## src/rtl/ssp_txfifo_cntl_param.sv

```systemverilog
// SSP transmit FIFO control: pointers, wrap bit, fill level, status flags and TX interrupts.
// Everything runs in the PCLK domain; pops arrive as a pre-synchronised level toggle.
module ssp_txfifo_cntl_param #(
  parameter int unsigned AW = 3
) (
  input  logic          PCLK,
  input  logic          PRESETn,
  input  logic          TxWr,
  input  logic          RdIncTgl,
  input  logic          TestRdInc,
  input  logic          TxRxBsySync,
  input  logic          Flush,
  input  logic [AW:0]   TxWmLvl,
  input  logic          TXIM,
  input  logic          TXOIM,
  input  logic          TXOIC,
  output logic          RegFileWrEn,
  output logic [AW-1:0] WrPtr,
  output logic [AW-1:0] RdPtr,
  output logic [AW:0]   FillLvl,
  output logic          TNF,
  output logic          TFE,
  output logic          TxDataAvlbl,
  output logic          BSY,
  output logic          TXRIS,
  output logic          TXMIS,
  output logic          TXORIS,
  output logic          TXOMIS
);

  localparam logic [AW:0] FullLvl   = {1'b1, {AW{1'b0}}};
  localparam logic [AW:0] AlmostLvl = {1'b0, {AW{1'b1}}};
  localparam logic [AW:0] OneLvl    = {{AW{1'b0}}, 1'b1};

  logic [AW-1:0] wr_ptr_q, wr_ptr_d;
  logic [AW-1:0] rd_ptr_q, rd_ptr_d;
  logic          wrap_q, wrap_d;
  logic          tnf_q, tnf_d;
  logic          avl_q, avl_d;
  logic          txris_q, txris_d;
  logic          txoris_q, txoris_d;
  logic          del_tgl_q;

  logic [AW:0]   fill;
  logic          rd_edge, wr_ok, rd_ok, ovf;

  assign fill    = {wrap_q, wr_ptr_q} - {1'b0, rd_ptr_q};
  assign rd_edge = RdIncTgl ^ del_tgl_q;
  // A pop in the same cycle frees a slot, so a write to a full FIFO is still accepted.
  assign wr_ok   = PRESETn & TxWr & ~Flush & (tnf_q | rd_edge);
  assign rd_ok   = avl_q & ~Flush & (rd_edge | TestRdInc);
  assign ovf     = TxWr & ~tnf_q & ~rd_edge & ~Flush;

  always_comb begin
    wr_ptr_d = wr_ptr_q;
    rd_ptr_d = rd_ptr_q;
    wrap_d   = wrap_q;
    tnf_d    = tnf_q;
    avl_d    = avl_q;
    txris_d  = (fill <= TxWmLvl);
    txoris_d = ovf | (txoris_q & ~TXOIC);
    if (Flush) begin
      wr_ptr_d = '0;
      rd_ptr_d = '0;
      wrap_d   = 1'b0;
      tnf_d    = 1'b1;
      avl_d    = 1'b0;
    end else begin
      if (wr_ok) wr_ptr_d = wr_ptr_q + 1'b1;
      if (rd_ok) rd_ptr_d = rd_ptr_q + 1'b1;
      // Simultaneous wraps of both pointers leave their relative phase unchanged.
      wrap_d = wrap_q ^ ((&wr_ptr_q & wr_ok) ^ (&rd_ptr_q & rd_ok));
      if (fill == AlmostLvl && wr_ok && !rd_ok) tnf_d = 1'b0;
      else if (fill == FullLvl && rd_ok && !wr_ok) tnf_d = 1'b1;
      if (fill == '0 && wr_ok) avl_d = 1'b1;
      else if (fill == OneLvl && rd_ok && !wr_ok) avl_d = 1'b0;
    end
  end

  always_ff @(posedge PCLK or negedge PRESETn) begin
    if (!PRESETn) begin
      wr_ptr_q  <= '0;
      rd_ptr_q  <= '0;
      wrap_q    <= 1'b0;
      tnf_q     <= 1'b1;
      avl_q     <= 1'b0;
      txris_q   <= 1'b1;
      txoris_q  <= 1'b0;
      del_tgl_q <= 1'b0;
    end else begin
      wr_ptr_q  <= wr_ptr_d;
      rd_ptr_q  <= rd_ptr_d;
      wrap_q    <= wrap_d;
      tnf_q     <= tnf_d;
      avl_q     <= avl_d;
      txris_q   <= txris_d;
      txoris_q  <= txoris_d;
      del_tgl_q <= RdIncTgl;
    end
  end

  assign RegFileWrEn = wr_ok;
  assign WrPtr       = wr_ptr_q;
  assign RdPtr       = rd_ptr_q;
  assign FillLvl     = fill;
  assign TNF         = tnf_q;
  assign TxDataAvlbl = avl_q;
  assign TFE         = ~avl_q;
  assign BSY         = avl_q | TxRxBsySync;
  assign TXRIS       = txris_q;
  assign TXMIS       = txris_q & TXIM;
  assign TXORIS      = txoris_q;
  assign TXOMIS      = txoris_q & TXOIM;

endmodule

```

## config.mk

```make
export PLATFORM = sky130hd
export DESIGN_NAME = ssp_txfifo_cntl_param
export DESIGN_NICKNAME = d
export VERILOG_FILES = /design/src/rtl/ssp_txfifo_cntl_param.sv
export SDC_FILE = /design/constraint.sdc
export NUM_CORES = 1
export LEC_CHECK = 0
export CAP_MARGIN = 10
export CORE_MARGIN = 1.5
export CORE_UTILIZATION = 35
export CTS_CLUSTER_DIAMETER = 60
export DETAILED_ROUTE_END_ITERATION = 8
export MAX_ROUTING_LAYER = met4
export PLACE_DENSITY = 0.66
export SLEW_MARGIN = 20
export SYNTH_ARGS = -nofsm -noshare
export SYNTH_HDL_FRONTEND = slang
export SYNTH_SLANG_ARGS = --single-unit
```

## constraint.sdc

```tcl
create_clock -name PCLK -period 3.6 [get_ports PCLK]
set_input_delay 0.54 -clock PCLK [delete_from_list [all_inputs] [get_ports PCLK]]
set_output_delay 0.54 -clock PCLK [all_outputs]
set_load 0.05 [all_outputs]
```

==> summary.md <==
| Metric | Value |
|---|---|
| CTS root buf | `clkbuf_4` |
| First-pass GRT wire length | `between 3000 and 4000 µm` |
| Int Pwr | `~0.26 mW` |
| CTS Sinks | `12` |
| Seq/Total Area, Yosys | `about a third` |
| Endpoints failing setup | `0` |
| Via Count | `~800` |
| Vias in the first global route | `around 770` |
| # rows | `17` |
| Post-synthesis compound-gate area fraction | `18.9%` |
| Synth top area share | `28.7%` |
| Antenna violations before repair | `0` |
| Fmax | `about 320 MHz` |
| Worst min path class | `reg2reg` |
| Clock Power Share | `20.5%` |
| TritonRoute pass-1 iters | `4` |
| Ys Warns | `0` |
| Starting Density | `38.3%` |
| Worst R2R Start | `WrPtr[0]` |
| RSZ-0062 raised after global routing | `false` |
| Area leader, netlist | `dfrtp_1` |
| Clock skew | `a little over 0.005 ns` |
| Most common cell after layout, fill and taps aside | `clkdlybuf4s50_1` |
| Layout area overhead | `44.6%` |
| Layout cell share with drive strength beyond 1 | `10.3%` |
| Core area | `2280 µm²` |
| PD cells | `356 nW/µm²` |
| Post-synth EDFFs | `0` |
| Number of DRC markers in iteration 0 | `16` |
| Final Util | `between 50% and 60%` |
| Detailed Route WL | `2130 µm` |
| Total congestion overflow | `0` |
| RePlAce Congestion | `~0.84` |
| Worst EP arrival | `2.59 ns` |
| Min-delay src | `TXORIS` |
| Hold Path Cell Cnt | `1` |
| R2R setup slack | `1.37 ns` |
| CTS Buf Count | `3` |
| CP Capture Type | `output pin` |
| Post-synthesis cell area | `about 870 µm²` |
| Period utilization | `87.0%` |
| Mux share of post-synthesis cell area | `1.15%` |
| Switch Pwr | `0.185 mW` |
| Hold_buf cts | `0` |
| Fin. Hold Viols | `0` |
| DRT antenna net count | `0` |
| Post-Synth Simple-Gate Area | `17.8%` |
| Sw Ratio | `41.2%` |
| Leakage | `0.589 nW` |
| Post_cts resized | `0` |
| Post-Synth XOR/XNOR Area | `a little under 4%` |
| CTS tree | `built` |
| Yosys reg bits | `12` |
| Net count after synthesis | `115` |
| Via-to-Cell Ratio | `5.23` |
| Reg2reg path depth | `9` |
| Ant diodes | `0` |
| Crit path max fanout | `5` |
| Die H | `52.9 µm` |
| Setup_tns | `0 ns` |
| DRC Markers | `0` |
| Ys flop type | `dfrtp_1` |
| Worst vdd ir | `0.000229 V` |
| Die width | `approximately 53 µm` |
| Count of pins over their slew limit | `0` |
| Final min period | `3.13 ns` |
| Max clock buf depth | `2` |
| DIE AREA | `2800 µm²` |
| I/O Pins | `33` |
| H-tree Lvls | `1` |
| Status | `complete, no violations` |
| Gr usage total | `17.6%` |
| Port Buffers | `32` |
| Gate Count Post-Synth | `between 80 and 90` |
| Final nets | `153` |
| Max-slew headroom | `65.7%` |
| Worst-case hold path end point | `TXORIS` |
| Flop pwr share | `33.9%` |
| Startpoint Class | `register` |
| Kind of critical path | `reg2out` |
| Largest net degree at the start of global routing | `13` |
| Drt wl/cell | `13.8 µm` |
| Setup Fix Bufs, Post-CTS | `0` |
| Most frequent cells in the layout | `clkdlybuf4s50_1 (32), inv_1 (11), ha_1 (11)` |
| Worst-Margin Slew | `0.513 ns` |
| Clock Latency Late Sink | `0.28 ns` |
| Hpwl dp | `1700 µm` |
| Area contributors post-synth | `dfrtp_1 (29%), ha_1 (16%), dfstp_2 (6.0%)` |
| Combinational power share | `roughly 46%` |
| Mapped Avg Cell Area | `9.80 µm²` |
| Critical path required time | `3.06 ns` |
| Clock-pin slew on the worst setup and hold paths | `0.07 ns` |
| Max cap viols | `0` |
| Main combinational cell family by area after synthesis | `compound AO/OA/AOI/OAI gates` |
| Netlist cell types | `37` |
| Ys async rst share | `100%` |
| Post-Synth Adder-Cell Area | `between 15 and 20%` |
| FF-to-FF End | `TXRIS` |
-- worst max-delay path by stage --
| stage | startpoint | depth (start not counted) | endpoint | slack [ns] |
|---|---|---|---|---|
| floorplan | RdPtr[0] | 8 | TXRIS | 0.54 |
| detailed placement | Flush | 5 | RegFileWrEn | 0.60 |
| global route | WrPtr[0] | 6 | FillLvl[2] | 0.33 |
| finish | WrPtr[0] | 6 | FillLvl[2] | 0.47 |
| CTS | WrPtr[0] | 6 | FillLvl[2] | 0.45 |
| global placement | Flush | 5 | RegFileWrEn | 0.64 |
-- routing by layer --
metal | up-vias | wire [µm] | GRT usage [%]
met5 | - | 0 | -
met4 | 0 | 11 | 3.85
met3 | 2 | 156 | 6.50
met2 | 30 | 1060 | 28.5
met1 | 382 | 901 | 21.0
li1 | 391 | - | -
-- critical path, cell delays in order (launching register included) --
cell and delay [ns]:
dfrtp_1 0.43, inv_1 0.08, ha_1 0.15, inv_1 0.05, fa_1 0.37, xor2_1 0.35
clkdlybuf4s50_1 0.87
-- flip-flops by register name, summed over array words and instances, names as in the netlist --
signal / flops
RdPtr: 3
TNF: 1
TXORIS: 1
TXRIS: 1
TxDataAvlbl: 1
WrPtr: 3
del_tgl_q: 1
wrap_q: 1
-- final cells by class --
class	instances	area [µm²]
clock buffers	4	26.3
fillers	217	1010
inverters	12	47.5
multi-input cells	65	522
flip-flops and latches	12	303
well taps	28	35.0
repair buffers	33	328
-- through the flow --
stage / area, µm² / power, mW / worst slack [ns] / cells / hold slack (ns)
detailed placement: 1230 / 0.360 / 0.599 / 150 / 0.510
finish: 1260 / 0.449 / 0.468 / 154 / 0.525
floorplan: 872 / 0.286 / 0.540 / 89 / 0.244
global route: 1260 / 0.472 / 0.332 / 154 / 0.560
global placement: 1230 / 0.357 / 0.639 / 150 / 0.506
CTS: 1260 / 0.453 / 0.452 / 154 / 0.531
-- kinds of logic (layout without fill, tap and decap cells) --
| group | after synthesis | in the layout |
|---|---|---|
| xor gates and xnor gates | 3 | 3 |
| muxes | 1 | 1 |
| and+or+nand+nor | 28 | 28 |
| buffers and inverters | 12 | 49 |
| DFF | 12 | 12 |
| AOI/OAI and AO/OA | 21 | 21 |
| adders and majority gates | 12 | 12 |
-- power by group through the flow --
stage	clock, mW	combinational [mW]	sequential (mW)
finish	0.0919	0.205	0.152
global route	0.101	0.218	0.154
CTS	0.0940	0.206	0.152
detailed placement	0	0.206	0.155
global placement	0	0.202	0.154
floorplan	0	0.106	0.179
-- Yosys cell counts, types with 2 or more instances --
library cell / n
a21oi_1: 2
and2_1: 2
and3b_1: 2
dfrtp_1: 10
dfstp_2: 2
ha_1: 11
inv_1: 11
nand2_1: 7
nand3_1: 3
nor2_1: 3
nor2b_1: 3
nor4_1: 2
o21a_1: 2
o21ai_0: 4
o31ai_1: 2
or2_2: 2
No activity file was read; power rests on OpenSTA's default activity.
